[src/rtl/srff_bank_driver.sv]
// srff_bank_driver
//
// Write-side controller for a bank of WIDTH S/R flip-flops. A target word is
// accepted over a valid/ready handshake. Each bit gets the set or reset
// excitation it needs to move from the bank's current state to the target.
// That excitation is pulsed for one clock. The block then waits SETTLE_CYC
// cycles and compares the bank readback against the target. On a mismatch
// it re-drives, up to MAX_RETRY extra times. Every transaction ends with
// exactly one done pulse or one err pulse.
//
// Ports
//   clk        system clock, rising edge
//   rst        asynchronous reset, active-high
//   tgt_valid  target word valid
//   tgt_ready  block can accept a target (IDLE only)
//   tgt_data   target bank contents
//   q_in       readback of the bank q outputs
//   s_out      per-bit set drive to the bank
//   r_out      per-bit reset drive to the bank
//   busy       high in every state other than IDLE
//   done       one-cycle pulse: bank matched the target
//   err        one-cycle pulse: retries exhausted, bank still mismatched
//   retry_cnt  retries used in the current or last transaction
module srff_bank_driver #(
  parameter int WIDTH      = 8,
  parameter int SETTLE_CYC = 2,
  parameter int MAX_RETRY  = 3
) (
  input  logic             clk,
  input  logic             rst,
  input  logic             tgt_valid,
  output logic             tgt_ready,
  input  logic [WIDTH-1:0] tgt_data,
  input  logic [WIDTH-1:0] q_in,
  output logic [WIDTH-1:0] s_out,
  output logic [WIDTH-1:0] r_out,
  output logic             busy,
  output logic             done,
  output logic             err,
  output logic [3:0]       retry_cnt
);

  typedef enum logic [1:0] {
    IDLE   = 2'd0,
    DRIVE  = 2'd1,
    SETTLE = 2'd2,
    CHECK  = 2'd3
  } state_t;

  localparam logic [3:0] SETTLE_LAST = 4'(SETTLE_CYC - 1);
  localparam logic [3:0] RETRY_LIMIT = 4'(MAX_RETRY);

  state_t           state;
  logic [WIDTH-1:0] tgt_q;
  logic [3:0]       settle_cnt;

  // Set only bits that must rise and reset only bits that must fall. Bits
  // already at their target get S=R=0, so S=R=1 can never be produced.
  function automatic logic [WIDTH-1:0] set_drive(input logic [WIDTH-1:0] tgt,
                                                 input logic [WIDTH-1:0] q);
    return tgt & ~q;
  endfunction

  function automatic logic [WIDTH-1:0] reset_drive(input logic [WIDTH-1:0] tgt,
                                                   input logic [WIDTH-1:0] q);
    return ~tgt & q;
  endfunction

  assign tgt_ready = (state == IDLE);
  assign busy      = (state != IDLE);

  always_ff @(posedge clk or posedge rst) begin
    if (rst) begin
      state      <= IDLE;
      s_out      <= '0;
      r_out      <= '0;
      done       <= 1'b0;
      err        <= 1'b0;
      retry_cnt  <= '0;
      tgt_q      <= '0;
      settle_cnt <= '0;
    end else begin
      // done/err are single-cycle pulses and default low every cycle
      done <= 1'b0;
      err  <= 1'b0;
      case (state)
        IDLE: begin
          if (tgt_valid) begin
            tgt_q     <= tgt_data;
            retry_cnt <= '0;
            s_out     <= set_drive(tgt_data, q_in);
            r_out     <= reset_drive(tgt_data, q_in);
            state     <= DRIVE;
          end
        end
        DRIVE: begin
          s_out      <= '0;
          r_out      <= '0;
          settle_cnt <= '0;
          state      <= SETTLE;
        end
        SETTLE: begin
          if (settle_cnt == SETTLE_LAST) begin
            state <= CHECK;
          end else begin
            settle_cnt <= settle_cnt + 4'd1;
          end
        end
        CHECK: begin
          // An X/Z readback bit makes the equality unknown, so the test
          // fails and the bank is treated as mismatched.
          if (q_in == tgt_q) begin
            done  <= 1'b1;
            state <= IDLE;
          end else if (retry_cnt < RETRY_LIMIT) begin
            retry_cnt <= retry_cnt + 4'd1;
            s_out     <= set_drive(tgt_q, q_in);
            r_out     <= reset_drive(tgt_q, q_in);
            state     <= DRIVE;
          end else begin
            err   <= 1'b1;
            state <= IDLE;
          end
        end
        default: state <= IDLE;
      endcase
    end
  end

endmodule

[config.mk]
export PLATFORM = sky130hd
export DESIGN_NAME = srff_bank_driver
export DESIGN_NICKNAME = d
export VERILOG_FILES = /design/src/rtl/srff_bank_driver.sv
export SDC_FILE = /design/constraint.sdc
export NUM_CORES = 1
export LEC_CHECK = 0
export BUFFER_PORTS_ARGS = -buffer_cell sky130_fd_sc_hd__buf_2
export CORE_MARGIN = 2
export CORE_UTILIZATION = 30
export CTS_CLUSTER_DIAMETER = 40
export DETAILED_ROUTE_END_ITERATION = 7
export HOLD_SLACK_MARGIN = 0.03
export SLEW_MARGIN = 20
export SYNTH_ARGS = -nofsm -noshare
export SYNTH_HDL_FRONTEND = slang
export SYNTH_SLANG_ARGS = --single-unit
[constraint.sdc]
create_clock -name clk -period 2.14 [get_ports clk]
set_input_delay 0.428 -clock clk [delete_from_list [all_inputs] [get_ports clk]]
set_output_delay 0.428 -clock clk [all_outputs]
set_load 0.01 [all_outputs]
==> flow_summary.yaml, run 1 <==
drt:
  drtPass1Iterations: 4
  num_vias: 1400
  met1_length_mm: 2.07
  wl_per_cell_um: 14.4
  vias_per_cell: 4.84
  ant_nets: 0
  route.met2.wl_mm: 1.85
  highest_layer: "met4"
  drt_wl_total_mm: 4.16
  drc_errors: 0
  wl_met3_um: 197
  drt_iter0_markers: 51
power:
  pwr-share-seq: 0.346
  combPwrFrac: 0.495
  p_sw_mw: 1.22
  vdd_drop_max_uv: 604
  p_per_area_nw_per_um2: 1370
  p_leak_nw: 1.08
  switching_share: 0.391
  p_total_mw: 3.12
  intPower_mw: 1.90
  p_clk_frac: 0.160
floorplanning:
  num_rows: 28
  core_um2: 5960
  die_w_um: 82.9
  io_pins: 43
  die_height_um: 82.9
  start_util: 0.313
  dieArea_um2: 6860
cts:
  root_buffer: "clkbuf_8"
  h-tree-depth: 2
  tritoncts: "yes"
  insertion_delay_ps: 290
  numCtsBuffers: 5
  path_clk_slew_ps: 70
  cts-hold-fix-buffers: 0
  cts_resized: 0
  cts.sinks: 36
  cts_buffer_depth: 2
  postCtsSetupBuffers: 0
worst_setup_path:
  crit_required_ps: 2310
  crit_fanout: 16
  worstReg2RegStart: "retry_cnt[0]"
  endpoint_kind: "register"
  ff2ff_path_depth: 6
  crit_type: "reg -> reg"
  cp_data_arrival_time_ps: 2120
  r2r-end: "s_out[4]"
  critPathLaunchType: "register"
  ff2ff_setup_slack_ps: 190
place:
  io_buffers: 42
  detailed_place_hpwl_mm: 3.06
  gp_congestion: 0.746
  placed_area_um2: 2190
finish:
  multi_input_area_um2: 881
  fin_util: 0.383
  syn2layout_area_growth_pct: 22.3
  drive_gt1_frac: 0.350
  antennaDiodeCount: 0
  num-fill-cells: 618
  layout.nets: 240
  regArea_um2: 901
  fin_area_um2: 2280
logic_synthesis:
  synth_area_um2: 1870
  synth_top_flop_cell: "dfrtp_1"
  synth_edf_count: 0
  synthArstFlopShare: 1.00
  synth_fp_nets: 192
  synth-seq-area-share: 0.483
  syn_inst: 165
  yosysWarnings: 0
  ys_ff_latch: 36
  ys_types: 34
  synth.avg_cell_area_um2: 11.3
sta:
  finalCriticalPeriod_ps: 1950
  finalMaxSlewViolations: 0
  hold_violations: 0
  setup_viol_count_final: 0
  worstMarginPinSlew_ps: 494
  fin_tns_setup_ps: 0
  skew_ps: 5.37
  max_freq_mhz: 513
  max_slew_margin: 0.670
  grt_setup_unrepaired: "no"
  period_share: 0.910
flow_run:
  drv_cap: 0
global_route:
  grt_pass1_vias: 1395
  antenna_found_initial: 0
  grt_max_degree: 37
  track_usage: 0.127
  grt_pass1_wl_mm: 7.02
  grt-ovfl-total: 0
run_status:
  status: "finished clean"
hold_path:
  holdCritPathClass: "in -> async"
-- power groups by stage --
stage	registers [mW]	logic (mW)	clock network, mW
floorplan	1.11	1.04	0
global placement	1.08	1.54	0
detailed placement	1.09	1.56	0
CTS	1.08	1.57	0.519
global route	1.11	1.71	0.557
finish	1.08	1.54	0.497
-- cells in the mapped netlist (2+ instances only) --
| library cell | count | area share |
|---|---|---|
| nor3_1 | 9 | 0.024 |
| mux2i_1 | 10 | 0.054 |
| mux2_2 | 14 | 0.085 |
| nand3_1 | 3 | 0.0080 |
| inv_1 | 13 | 0.026 |
| mux2_1 | 2 | 0.012 |
| o21ai_0 | 12 | 0.032 |
| ha_1 | 8 | 0.054 |
| nand3b_1 | 2 | 0.0080 |
| o21a_1 | 2 | 0.0080 |
| dfrtp_1 | 36 | 0.48 |
| nand2_1 | 3 | 0.0060 |
| nor2b_1 | 3 | 0.010 |
| nor2_1 | 5 | 0.010 |
| xnor2_1 | 8 | 0.038 |
| o2bb2ai_1 | 2 | 0.0094 |
| clkbuf_1 | 5 | 0.010 |
| nand4_1 | 11 | 0.037 |
| a21oi_1 | 2 | 0.0054 |
-- final cells by class --
cell class,instances,area share
repair buffers,48,0.117
well taps,75,0.0411
flip-flops and latches,36,0.395
inverters,13,0.0214
clock buffers,8,0.0395
multi-input cells,109,0.386
-- sequential cells by signal (all words and copies together) (netlist names) --
register	count
r_out	8
done	1
s_out	8
tgt_q	8
retry_cnt	4
settle_cnt	4
state	2
err	1
-- through the flow --
step | worst slack [ps] | hold WS, ps | std cells
final | 192 | 227 | 289
after global routing | 101 | 287 | 289
after CTS | 177 | 256 | 289
after detailed placement | 189 | 479 | 281
after global placement | 230 | 475 | 281
after floorplan | 128 | 466 | 165
-- worst max-delay path by stage --
stage            startpoint        to
5_1_grt            state[1]  s_out[4]
3_3_place_gp   retry_cnt[0]  s_out[7]
2_1_floorplan  retry_cnt[0]  s_out[5]
4_1_cts        retry_cnt[0]  s_out[4]
3_5_place_dp   retry_cnt[0]  s_out[2]
6_report       retry_cnt[0]  s_out[4]
-- layer usage --
layer	vias up	global-route usage
met5	-	0
met4	0	0.0417
met3	5	0.0358
met2	36	0.199
met1	674	0.169
li1	685	-
-- logic make-up after synthesis --
kind of cell,after synthesis,share of synthesized area
AND/OR/NAND/NOR,41,0.125
buffers and inverters,20,0.0449
XOR/XNOR,8,0.0376
AO/OA/AOI/OAI,26,0.105
multiplexers,26,0.150
adder cells (fa/ha/maj),8,0.0537
flip-flops,36,0.483
-- critical path, cell delays in order (launching register included) --
cell and delay (ps):
dfrtp_1 410, ha_1 250, o31ai_4 240, o21ai_2 110
a311oi_4 310, buf_12 190, mux2_2 330
-- layout by cell type (no fill, tap or decap), types with 2 or more instances in the layout --
| cell type | count |
|---|---|
| a21oi_1 | 2 |
| buf_2 | 42 |
| buf_4 | 5 |
| clkbuf_1 | 2 |
| clkbuf_8 | 6 |
| dfrtp_1 | 36 |
| ha_1 | 8 |
| inv_1 | 13 |
| mux2_1 | 2 |
| mux2_2 | 14 |
| mux2i_1 | 10 |
| nand2_1 | 3 |
| nand3_1 | 3 |
| nand3b_1 | 2 |
| nand4_1 | 11 |
| nor2_1 | 5 |
| nor2b_1 | 3 |
| nor3_1 | 9 |
| o21a_1 | 2 |
| o21ai_0 | 12 |
| o2bb2ai_1 | 2 |
| xnor2_1 | 8 |
Note: power is estimated with default switching activity, not from simulation.
==> run 2: changes to the inputs <==
Settings changed: CORE_MARGIN 2 to 10.
==> run 2 against run 1 <==
Clock power is 6.4% lower. Critical path type unchanged. Largest power group unchanged. Critical path depth is the same. Die area increased by 42%. Design area is 0.99% lower. Cell count decreased by 0.35%. Global-route usage decreased by 3.0 points. Register-to-register slack about the same. Setup slack gained 3.5 ps.
==> flow_summary.yaml, run 2 (synthesis gave the netlist of run 1 again) <==
global_route:
  grt_pass1_vias: 1476
  track_usage: 0.0967
  grt_max_degree: 37
  antenna_found_initial: 0
  grt-ovfl-total: 0
  grt_pass1_wl_mm: 7.77
place:
  gp_congestion: 0.727
  detailed_place_hpwl_mm: 3.40
  post-place-ws_ps: 129
  io_buffers: 42
  placed_cells: 281
sta:
  max_slew_margin: 0.624
  layout_setup_ws_ps: 195
  skew_ps: 3.39
  finalCriticalPeriod_ps: 1940
  period_share: 0.909
  finalMaxSlewViolations: 0
  fin_tns_setup_ps: 0
  worstMarginPinSlew_ps: 563
  setup_viol_count_final: 0
  grt_setup_unrepaired: "no"
  hold_violations: 0
  max_freq_mhz: 514
finish:
  multi_input_area_um2: 883
  fin_util: 0.377
  final_common_cell: "buf_2"
  num-fill-cells: 593
  syn2layout_area_growth_pct: 21.1
  reg_top3: "r_out x8, s_out x8, tgt_q x8"
  final_cell_mix: "buf_2, dfrtp_1, mux2_2"
  regArea_um2: 901
  drive_gt1_frac: 0.357
  layout.nets: 240
  antennaDiodeCount: 0
  stdcell_count: 288
cts:
  cts_buffer_depth: 2
  insertion_delay_ps: 280
  root_buffer: "clkbuf_8"
  numCtsBuffers: 5
  path_clk_slew_ps: 70
  cts.sinks: 36
  tritoncts: "yes"
  h-tree-depth: 2
flow_run:
  drv_cap: 0
power:
  switching_share: 0.405
  intPower_mw: 1.82
  combPwrFrac: 0.497
  pwr-share-seq: 0.351
  p_sw_mw: 1.24
  p_clk_frac: 0.152
  vdd_drop_max_uv: 511
  p_leak_nw: 1.08
  p_per_area_nw_per_um2: 1360
drt:
  vias_per_cell: 4.82
  drtPass1Iterations: 4
  drt_wl_total_mm: 4.59
  drc_errors: 0
  ant_nets: 0
  drt_iter0_markers: 73
  wl_per_cell_um: 15.9
  num_vias: 1389
floorplanning:
  start_util: 0.311
  dieArea_um2: 9770
  die_height_um: 98.9
  io_pins: 43
  core_um2: 5990
  num_rows: 28
  die_w_um: 98.9
run_status:
  status: "finished clean"
worst_setup_path:
  critPathLaunchType: "register"
  endpoint_kind: "register"
  crit_fanout: 9
  cp_data_arrival_time_ps: 2110
  crit_required_ps: 2310
  crit_type: "reg -> reg"
hold_path:
  holdCritPathClass: "in -> async"
## run 2: changes by cell type in the layout (fill, tap and decap cells not counted)
cell      previous run  this run
nor2_1               5         4
nor2_2               0         1
clkbuf_1             2         1
clkinv_2             0         1
buf_4                5         6
buf_12               1         0
clkbuf_8             6         5
## run 2: timing repair
item / in CTS / in global routing
buffers inserted: 0 / 0
endpoints found under the setup margin: 0 / 5
resized for setup: 0 / 1
endpoints found under the hold margin: 0 / 0
hold buffers: 0 / 0
## run 2: final timing paths
| path | to | from | depth (start not counted) | slack, ps |
|---|---|---|---|---|
| max | s_out[6] | retry_cnt[0] | 6 | 200 |
| min | settle_cnt[0] | rst | 3 | 240 |
| max reg2reg | s_out[6] | retry_cnt[0] | 6 | 200 |
| min reg2reg | s_out[3] | s_out[3] | 1 | 500 |
| max in group asynchronous | err | rst | 3 | 1560 |
| min in group clk | tgt_q[0] | tgt_data[0] | 2 | 390 |
## run 2: worst max-delay path, cell delays in order, from the launching register on
cell and delay [ps]:
dfrtp_1 400, ha_1 250, o31ai_4 250, o21ai_2 110, a311oi_4 280, buf_4 210, mux2_1 330
## run 2: routing by layer
| layer | up-vias | global-route usage | share of wire |
|---|---|---|---|
| li1 | 687 | - | - |
| met1 | 672 | 0.123 | 0.47 |
| met2 | 26 | 0.154 | 0.47 |
| met3 | 4 | 0.0293 | 0.048 |
| met4 | 0 | 0.0254 | 0.0041 |
| met5 | - | 0 | 0 |
## run 2: area by class of cell
| class | instances | area share |
|---|---|---|
| clock inverter | 1 | 0.00221 |
| sequential | 36 | 0.399 |
| inverter | 13 | 0.0216 |
| clock buffer | 6 | 0.0321 |
| tap | 75 | 0.0415 |
| timing repair buffer | 48 | 0.113 |
| multi-input combinational | 109 | 0.391 |
## run 2: through the flow
| step | hold slack [ps] | instance area [um2] | total power, mW |
|---|---|---|---|
| 3_5_place_dp | 491 | 2180 | 2.63 |
| 3_3_place_gp | 487 | 2180 | 2.60 |
| 6_report | 237 | 2260 | 3.06 |
| 5_1_grt | 287 | 2260 | 3.32 |
| 2_1_floorplan | 466 | 1870 | 2.15 |
| 4_1_cts | 257 | 2260 | 3.11 |
## run 2: power by group through the flow
stage	Sequential, mW	Clock [mW]	Combinational, mW
after floorplan	1.11	0	1.04
after global placement	1.08	0	1.52
after detailed placement	1.09	0	1.54
after CTS	1.08	0.482	1.55
after global routing	1.11	0.507	1.71
final	1.07	0.465	1.52
